**src/rtl/dz_count_scan_if.sv**
```systemverilog
// Control inputs and LED-matrix outputs of the dot-matrix up/down counter.
// The master side drives the buttons; the slave side is the counter itself.
interface dz_count_scan_if;
  logic       start;
  logic       pause;
  logic       dir;
  logic       load;
  logic [3:0] load_val;
  logic [7:0] row;
  logic [7:0] colr;
  logic [7:0] colg;
  logic [3:0] cnt;
  logic       done;

  modport master (
    output start, pause, dir, load, load_val,
    input  row, colr, colg, cnt, done
  );

  modport slave (
    input  start, pause, dir, load, load_val,
    output row, colr, colg, cnt, done
  );
endinterface

```
**src/rtl/dz_count_scan.sv**
```systemverilog
// 8x8 dot-matrix up/down counter with tick prescaler, row scanning,
// start/pause/load control, warning colour and a blinking terminal state.
module dz_count_scan #(
  parameter int unsigned TICK_DIV  = 1000,
  parameter int unsigned SCAN_DIV  = 1,
  parameter int unsigned START_VAL = 5,
  parameter int unsigned WARN_VAL  = 2
) (
  input  logic            clk,
  input  logic            rst,
  dz_count_scan_if.slave  bus
);

  localparam int unsigned PW = (TICK_DIV > 1) ? $clog2(TICK_DIV) : 1;
  localparam int unsigned SW = (SCAN_DIV > 1) ? $clog2(SCAN_DIV) : 1;
  localparam int unsigned CW = 4;

  typedef enum logic [1:0] {IDLE, RUN, PAUSE, DONE} state_t;

  state_t          state_q, state_d;
  logic [CW-1:0]   cnt_q, cnt_d;
  logic [PW-1:0]   presc_q, presc_d;
  logic [SW-1:0]   scan_q, scan_d;
  logic [2:0]      ridx_q, ridx_d;
  logic            blink_q, blink_d;
  logic            dir_q, dir_d;
  logic            done_q, done_d;
  logic [7:0]      row_q, row_d;
  logic [7:0]      colr_q, colr_d;
  logic [7:0]      colg_q, colg_d;

  logic            tick_c;
  logic            term_c;
  logic [CW-1:0]   term_val_c;
  logic [CW-1:0]   step_c;
  logic [CW-1:0]   load_sat_c;
  logic [7:0]      glyph_c;

  // Digit font: row 0 in the top byte, bit7 is the leftmost column.
  function automatic logic [7:0] glyph(input logic [3:0] d, input logic [2:0] r);
    logic [63:0] g;
    case (d)
      4'd0:    g = 64'h3C666E7666663C00;
      4'd1:    g = 64'h181818181818_7E00 | 64'h0020000000000000;
      4'd2:    g = 64'h3C66060C30607E00;
      4'd3:    g = 64'h3C66061C06663C00;
      4'd4:    g = 64'h0C1C3C6C7E0C0C00;
      4'd5:    g = 64'h7E607C0606663C00;
      4'd6:    g = 64'h3C607C6666663C00;
      4'd7:    g = 64'h7E060C1830303000;
      4'd8:    g = 64'h3C66663C66663C00;
      4'd9:    g = 64'h3C66663E060C3800;
      default: g = 64'h0;
    endcase
    return 8'(g >> {~r, 3'b000});
  endfunction

  assign tick_c     = (presc_q == PW'(TICK_DIV - 1));
  assign term_val_c = dir_q ? CW'(9) : CW'(0);
  assign term_c     = (cnt_q == term_val_c);
  assign step_c     = dir_q ? (cnt_q + CW'(1)) : (cnt_q - CW'(1));
  assign load_sat_c = (bus.load_val > 4'd9) ? 4'd9 : bus.load_val;

  // Control FSM: state, count, prescaler, direction and blink
  always_comb begin
    state_d = state_q;
    cnt_d   = cnt_q;
    presc_d = presc_q;
    dir_d   = dir_q;
    blink_d = blink_q;
    case (state_q)
      IDLE: begin
        presc_d = '0;
        if (bus.load) begin
          cnt_d = load_sat_c;
        end else if (bus.start) begin
          state_d = RUN;
          dir_d   = bus.dir;
        end
      end
      RUN: begin
        presc_d = tick_c ? '0 : presc_q + PW'(1);
        if (bus.pause) begin
          state_d = PAUSE;
        end else if (tick_c) begin
          // A start from the terminal value goes back to DONE without stepping.
          if (!term_c) cnt_d = step_c;
          if (term_c || (step_c == term_val_c)) state_d = DONE;
        end
      end
      PAUSE: begin
        if (bus.load) begin
          state_d = IDLE;
          cnt_d   = load_sat_c;
          presc_d = '0;
        end else if (!bus.pause) begin
          state_d = RUN;
        end
      end
      DONE: begin
        presc_d = tick_c ? '0 : presc_q + PW'(1);
        if (tick_c) blink_d = ~blink_q;
        if (bus.load) begin
          state_d = IDLE;
          cnt_d   = load_sat_c;
          presc_d = '0;
        end else if (bus.start) begin
          state_d = RUN;
          dir_d   = bus.dir;
          presc_d = '0;
        end
      end
      default: state_d = IDLE;
    endcase
    // Each visit to DONE starts on the lit phase.
    if (state_d != DONE) blink_d = 1'b0;
  end

  // Row scan and colour selection; row and columns register together
  always_comb begin
    scan_d = scan_q + SW'(1);
    ridx_d = ridx_q;
    if (scan_q == SW'(SCAN_DIV - 1)) begin
      scan_d = '0;
      ridx_d = ridx_q + 3'd1;
    end
    row_d   = ~(8'd1 << ridx_q);
    glyph_c = glyph(cnt_q, ridx_q);
    colr_d  = 8'h00;
    colg_d  = 8'h00;
    if (state_q == DONE) begin
      if (!blink_q) begin
        colr_d = glyph_c;
        colg_d = glyph_c;
      end
    end else if (!dir_q && (cnt_q <= CW'(WARN_VAL))) begin
      colr_d = glyph_c;
    end else begin
      colg_d = glyph_c;
    end
    done_d = (state_d == DONE);
  end

  always_ff @(posedge clk or negedge rst) begin
    if (!rst) begin
      state_q <= IDLE;
      cnt_q   <= CW'(START_VAL);
      presc_q <= '0;
      scan_q  <= '0;
      ridx_q  <= 3'd0;
      blink_q <= 1'b0;
      dir_q   <= 1'b0;
      done_q  <= 1'b0;
      row_q   <= 8'hFF;
      colr_q  <= 8'h00;
      colg_q  <= 8'h00;
    end else begin
      state_q <= state_d;
      cnt_q   <= cnt_d;
      presc_q <= presc_d;
      scan_q  <= scan_d;
      ridx_q  <= ridx_d;
      blink_q <= blink_d;
      dir_q   <= dir_d;
      done_q  <= done_d;
      row_q   <= row_d;
      colr_q  <= colr_d;
      colg_q  <= colg_d;
    end
  end

  assign bus.row  = row_q;
  assign bus.colr = colr_q;
  assign bus.colg = colg_q;
  assign bus.cnt  = cnt_q;
  assign bus.done = done_q;

endmodule
```
**src/flat_wrapper.sv**
```systemverilog
// flat-port wrapper written by rule: the top's interface ports become plain ports
module dz_count_scan_flat 
#(
  parameter int unsigned TICK_DIV  = 1000,
  parameter int unsigned SCAN_DIV  = 1,
  parameter int unsigned START_VAL = 5,
  parameter int unsigned WARN_VAL  = 2
)
  (clk, rst, bus_start, bus_pause, bus_dir, bus_load, bus_load_val, bus_row, bus_colr, bus_colg, bus_cnt, bus_done);
  dz_count_scan_if bus_i ();
  input  logic clk;
  input  logic rst;
  input wire logic [$bits(bus_i.start)-1:0] bus_start;
  input wire logic [$bits(bus_i.pause)-1:0] bus_pause;
  input wire logic [$bits(bus_i.dir)-1:0] bus_dir;
  input wire logic [$bits(bus_i.load)-1:0] bus_load;
  input wire logic [$bits(bus_i.load_val)-1:0] bus_load_val;
  output wire logic [$bits(bus_i.row)-1:0] bus_row;
  output wire logic [$bits(bus_i.colr)-1:0] bus_colr;
  output wire logic [$bits(bus_i.colg)-1:0] bus_colg;
  output wire logic [$bits(bus_i.cnt)-1:0] bus_cnt;
  output wire logic [$bits(bus_i.done)-1:0] bus_done;
  assign bus_i.start = bus_start;
  assign bus_i.pause = bus_pause;
  assign bus_i.dir = bus_dir;
  assign bus_i.load = bus_load;
  assign bus_i.load_val = bus_load_val;
  assign bus_row = bus_i.row;
  assign bus_colr = bus_i.colr;
  assign bus_colg = bus_i.colg;
  assign bus_cnt = bus_i.cnt;
  assign bus_done = bus_i.done;
  dz_count_scan #(.TICK_DIV(TICK_DIV), .SCAN_DIV(SCAN_DIV), .START_VAL(START_VAL), .WARN_VAL(WARN_VAL)) u_core (.clk(clk), .rst(rst), .bus(bus_i));
endmodule
```
**config.mk**
```make
export PLATFORM = sky130hd
export DESIGN_NAME = dz_count_scan_flat
export DESIGN_NICKNAME = d
export VERILOG_FILES = /design/src/rtl/dz_count_scan_if.sv /design/src/rtl/dz_count_scan.sv /design/src/flat_wrapper.sv
export SDC_FILE = /design/constraint.sdc
export NUM_CORES = 1
export LEC_CHECK = 0
export CORE_UTILIZATION = 45
export CTS_CLUSTER_DIAMETER = 150
export DETAILED_ROUTE_END_ITERATION = 6
export PLACE_DENSITY = 0.67
export SLEW_MARGIN = 30
export SYNTH_ARGS = -nofsm -noshare
export SYNTH_HDL_FRONTEND = slang
export SYNTH_SLANG_ARGS = --single-unit
```
**constraint.sdc**
```tcl
create_clock -name clk -period 3.98 [get_ports clk]
set_clock_uncertainty 0.2 [all_clocks]
set_input_delay 0.796 -clock clk [delete_from_list [all_inputs] [get_ports clk]]
set_output_delay 0.796 -clock clk [all_outputs]
set_load 0.02 [all_outputs]
```
=== Yosys cells after proc, flatten, opt, wreduce, memory -nomap -nowiden ===
Memories as Yosys holds them, arrays and structs flattened.
Cells that the tools add are included.

* Register bits: 47
* Latch bits: 0
* Bits in writable memories: 0
* ROM bits: 672
* Input port bits: 10
* Output and inout bits: 29
* Logic and storage cells: 80
* Memories: 1

{| class="wikitable"
|+ Memories
! memory !! depth !! bits a word !! rd ports !! clocked after Yosys merged registers in !! write ports !! line !! text
|-
| (no name shown) || 16 || 42 || 1 || 0 || 0 || dz_count_scan.sv:42 || <nowiki>case (d)</nowiki>
|}

* Add/subtract/negate cells: 5
* Multiply operators: 0
* Div/mod/pow operators: 0
* $lt $le $gt $ge: 2
* Eq/ne operators: 13
* Shift-type cells: 2
* Mux-type cells: 31
* Bitwise gates (word level): 4
* Reductions and logical operators: 11

{| class="wikitable"
|+ Operators with widths
! operator !! count
|-
| $shr 64x6->8 || 1
|-
| $mux 10 || 4
|-
| $mux 8 || 5
|-
| $pmux 10 s4 || 1
|-
| $mux 4 || 7
|-
| $mux 2 || 8
|-
| $add 10x1->10 const B || 1
|-
| $eq 10x10->1 const B || 1
|-
| $eq 4x4->1 || 2
|-
| $ne 2x2->1 const B || 4
|-
| $not 8->8 || 1
|-
| $pmux 2 s4 || 1
|-
| $pmux 4 s2 || 1
|-
| $shl 1x3->8 const A || 1
|-
| $eq 2x2->1 const B || 3
|-
| $add 4x1->4 const B || 1
|-
| $gt 4x4->1 const B || 1
|-
| $le 4x2->1 const B || 1
|-
| $mux 1 || 4
|-
| $ne 2x1->1 const B || 2
|-
| $reduce_and 4->1 || 1
|-
| $reduce_bool 2->1 || 2
|-
| $sub 4x1->4 const B || 1
|-
| $add 3x1->3 const B || 1
|-
| other kinds (12) || 13
|}

=== Longest topological paths before layout ===
* Depth in word-level cells: 11
* Depth in mapped cells: 8
* Depth with buffers taken out: 7

=== Worst setup path before layout ===
Ideal clock, no wire load.

* Path kind: register -> register
* Start point: register u_core.cnt_q[0], in the netlist u_core.bus.cnt[0]
* End point: register u_core.colr_q[6], in the netlist u_core.bus.colr[6]
* Library setup time: 0.137 ns
* Arrival time: 2.220 ns
* Data required time: 3.643 ns
* Path slack: 1.423 ns
* Cell stages (with the launch flop): 9
* Path buffers: 1
* Clock period less this slack: 2.557 ns
* Cells stage by stage: dfstp_2 -> buf_4 -> inv_1 -> ha_1 -> nor2b_1 -> nor3_1 -> or4_1 -> a32oi_1 -> nor2_1

* Longest elaborated chain between the ends: 4
* Elaborated cells on any way between the ends: 7
* Those cells by class: 1 x order compare; 1 x shift; 3 x mux; 1 x reduce/logical; 1 x memory

{| class="wikitable"
|+ Ends and longest elaborated chain
! what !! line !! text
|-
| start, declared || dz_count_scan.sv:21 || <nowiki>logic [CW-1:0] cnt_q, cnt_d;</nowiki>
|-
| start signal, assigned || dz_count_scan.sv:147 || <nowiki>cnt_q <= CW'(START_VAL);</nowiki>
|-
| start signal, assigned || dz_count_scan.sv:159 || <nowiki>cnt_q <= cnt_d;</nowiki>
|-
| $mem_v2 16x42 / $le 4x2->1 (equally long branches) || n/a ||
|-
| $shr 64x6->8 / $logic_and 1x1->1 (equally long branches) || dz_count_scan.sv:55, dz_count_scan.sv:136 ||
|-
| $mux 8, on equally long branches || dz_count_scan.sv:136, dz_count_scan.sv:132 ||
|-
| $mux 8 (*) || dz_count_scan.sv:131 || <nowiki>if (state_q == DONE) begin</nowiki>
|-
| via u_core.colr_d[6] || dz_count_scan.sv:29 || <nowiki>logic [7:0] colr_q, colr_d;</nowiki>
|-
| end signal, assigned || dz_count_scan.sv:167 || <nowiki>colr_q <= colr_d;</nowiki>
|-
| end, declared || dz_count_scan.sv:29 ||
|}

The timed path passes the listed nets; every way through them passes the cells marked *.
A chain may end at the register's enable or synchronous reset.

=== Worst setup path after layout ===
* Start point: register u_core.cnt_q[3], in the netlist u_core.bus.cnt[3]
* End point: output port bus_cnt[3]

{| class="wikitable"
|+ RTL lines
! what !! line !! text
|-
| end, declared || flat_wrapper.sv:21 || <nowiki>output wire logic [$bits(bus_i.cnt)-1:0] bus_cnt;</nowiki>
|}

No word-level cell between the ends.

==> flow_metrics.py <==
metrics = {
    "logic_synthesis": {
        "yosysWarningCount": 0,
        "ys_seq_area_share_pct": 36.2,
        "synthArstFlopShare_pct": 100,
        "synth_edf_count": 0,
        "synth_cells": 313,
        "syn_area_sq_um": 2940,
        "synth_ff_type": "dfrtp_1",
        "syn_avg_cell_area_sq_um": 9.38,
        "ys_ff_latch": 42,
        "synth_cell_type_count": 74,
    },
    "timing": {
        "min_period_ns": 3.01,
        "hold_viol_final": 0,
        "max_slew.worst_pin.slew_ns": 0.921,
        "setup_tns_ns": 0,
        "drv_slew": 0,
        "rsz0062_at_grt": "no",
        "max_slew_margin_pct": 38.6,
        "period_share_pct": 75.5,
        "max_freq_mhz": 333,
        "finalSetupViolCount": 0,
        "fin_ws_ns": 0.974,
    },
    "setup_path": {
        "worstSetupEndpoint": "bus_cnt[3]",
        "r2r_setup_slack_ns": 1.14,
        "crit_slowest_cell": "dfrtp_1",
        "critPathMaxFanout": 29,
        "path_depth": 1,
        "crit_path_end_kind": "primary output",
        "arrival_ns": 2.01,
        "reg2reg_to": "u_core.bus.colr[6]",
        "path_delay_family": "flip-flops",
        "worstSetupStartpoint": "u_core.bus.cnt[3]",
        "worstPathCellList": "clkdlybuf4s50_1",
        "path_buf_inv": 1,
        "worstSetupPathType": "reg2out",
        "startpoint_type": "register",
        "reg2reg_depth": 7,
        "r2r_start": "u_core.bus.cnt[1]",
        "max_stage_delay_ns": 0.95,
        "cp.required_ns": 2.98,
    },
    "pwr": {
        "clkPwrFrac_pct": 13.3,
        "ir_drop_mv": 0.592,
        "internal-power_mw": 1.18,
        "power.share.sequential_pct": 32.7,
        "switchingPower_mw": 0.967,
        "sw_frac_of_total_pct": 45.0,
        "finalPower_mw": 2.15,
        "power_frac_comb_pct": 54.0,
        "p_per_area_nw_per_um2": 640,
        "p_leak_nw": 1.43,
    },
    "place": {
        "dpl_worst_slack_ns": 1.19,
        "gp_congestion": 0.915,
        "port_buffers": 34,
        "hpwlAfterDp_microns": 4540,
        "placedInstanceArea_sq_um": 3260,
    },
    "global_route": {
        "first_global_vias": 2177,
        "met3_usage_pct": 3.61,
        "grt_max_degree": 43,
        "grt_busiest_layer": "met2",
        "grt.total_usage_pct": 19.9,
        "antenna_found_initial": 0,
        "grtUsageMet1_pct": 26.5,
        "grt_overflow": 0,
        "grt_pass1_wl_microns": 10300,
        "grtUsageMet2_pct": 32.9,
    },
    "layout": {
        "layout-drive-gt1-share_pct": 9.47,
        "design_area_sq_um": 3360,
        "diodes": 0,
        "final_util_pct": 53.2,
        "nets": 368,
        "fill_cells": 581,
        "syn2layout_area_growth_pct": 14.4,
    },
    "cts": {
        "cts_buffers": 5,
        "clockBufferDepth": 2,
        "cts_resized": 0,
        "cts_sinks": 42,
        "htreeDepth": 2,
        "cts_root_buf": "clkbuf_8",
        "cts_setup_buffers": 0,
        "cts_tree": "done",
        "ctsHoldBuffers": 0,
        "clk_transition_reported_paths_ns": 0.08,
        "insertion_delay_ns": 0.30,
    },
    "routing": {
        "post_drt_via_cell_ratio": 5.66,
        "first_iter_violations": 170,
        "firstDrtPassIters": 4,
        "vias": 2350,
        "drc": 0,
        "detail-route-antenna-nets": 0,
        "wl_per_cell_microns": 15.2,
        "drt_wl_total_microns": 6310,
    },
    "floorplan": {
        "core_area_sq_um": 6310,
        "rows": 29,
        "die_y_microns": 82.8,
        "io_pins": 39,
        "die_area_sq_um": 6850,
        "start_util_pct": 46.5,
        "die_x_microns": 82.8,
    },
    "min_path": {
        "hp-class": "in2async",
    },
    "outcome": {
        "status": "completed",
    },
    "flow_run": {
        "cap_viol_max_count": 0,
    },
}
-- cells in the mapped netlist, types with 6 or more instances --
cell type / number / share of area (%)
dfrtp_1: 32 / 27
nand2_1: 25 / 3.2
nor2_1: 23 / 2.9
ha_1: 20 / 8.5
inv_1: 15 / 1.9
a21oi_1: 12 / 2.0
nor2b_1: 12 / 2.6
dfstp_2: 10 / 8.9
a211oi_1: 9 / 2.3
o21ai_0: 9 / 1.5
buf_2: 8 / 1.4
xor2_1: 8 / 2.4
and3_1: 7 / 1.5
nand2b_1: 7 / 1.5
mux2i_1: 6 / 2.0
nand3_1: 6 / 1.0
-- layer usage --
metal | up-vias | share of wire (%) | routed length [microns]
met2 | 65 | 47 | 2950
li1 | 1168 | - | -
met1 | 1110 | 48 | 3020
met5 | - | 0 | 0
met3 | 7 | 4.4 | 278
met4 | 0 | 0.97 | 61
-- area by class of cell --
cell class	count	area, sq um	area share, %
multi-input cells	236	1700	50.5
flip-flops and latches	42	1060	31.7
repair buffers	35	345	10.3
well taps	77	96.3	2.87
clock buffers	5	68.8	2.05
inverters	17	63.8	1.90
clock inverters	3	23.8	0.708
-- metrics by stage --
| step | instances | hold WS (ns) |
|---|---|---|
| final | 415 | 0.264 |
| after global routing | 415 | 0.307 |
| after CTS | 415 | 0.317 |
| after detailed placement | 407 | 0.304 |
| after global placement | 407 | 0.291 |
| after floorplan | 316 | 0.272 |
-- power by group through the flow --
stage / clock [mW] / sequential, mW / combinational [mW]
after floorplan: 0 / 0.682 / 0.860
after global routing: 0.310 / 0.726 / 1.28
after global placement: 0 / 0.703 / 1.15
after detailed placement: 0 / 0.711 / 1.16
after CTS: 0.294 / 0.703 / 1.16
final: 0.286 / 0.702 / 1.16
-- cells by family (layout without fill, tap and decap cells) --
kind of cell | Yosys count | in the layout | share of synthesized area, %
adders and majority gates | 21 | 21 | 9.20
AOI/OAI and AO/OA | 74 | 74 | 19.3
other | 1 | 4 | 0.128
muxes | 7 | 7 | 2.43
xor gates and xnor gates | 12 | 12 | 3.58
DFF | 42 | 42 | 36.2
buffers and inverters | 38 | 60 | 6.39
and+or+nand+nor | 118 | 118 | 22.8
-- layout by cell type, fill, tap and decap left out, types with 10 or more instances in the layout --
master	count
inv_1	15
ha_1	20
clkdlybuf4s50_1	33
dfstp_2	10
nor2_1	23
a21oi_1	12
nor2b_1	12
dfrtp_1	32
nand2_1	25
-- registers in the layout (all words and copies together), names as in the netlist --
| name | cells |
|---|---|
| u_core.bus.cnt | 4 |
| u_core.dir_q | 1 |
| u_core.ridx_q | 3 |
| u_core.state_q | 2 |
| u_core.bus.colr | 6 |
| u_core.presc_q | 10 |
| u_core.bus.colg | 6 |
| u_core.blink_q | 1 |
| u_core.bus.row | 8 |
| u_core.bus.done | 1 |
-- how the worst min path moves through the flow --
stage	startpoint	endpoint	slack, ns
6_report	rst	u_core.ridx_q[2]	0.26
5_1_grt	rst	u_core.bus.colr[1]	0.31
4_1_cts	u_core.presc_q[0]	u_core.presc_q[0]	0.32
3_5_place_dp	u_core.presc_q[0]	u_core.presc_q[0]	0.30
3_3_place_gp	u_core.presc_q[0]	u_core.presc_q[0]	0.29
2_1_floorplan	u_core.presc_q[0]	u_core.presc_q[0]	0.27
No activity file was read; power rests on OpenSTA's default activity.
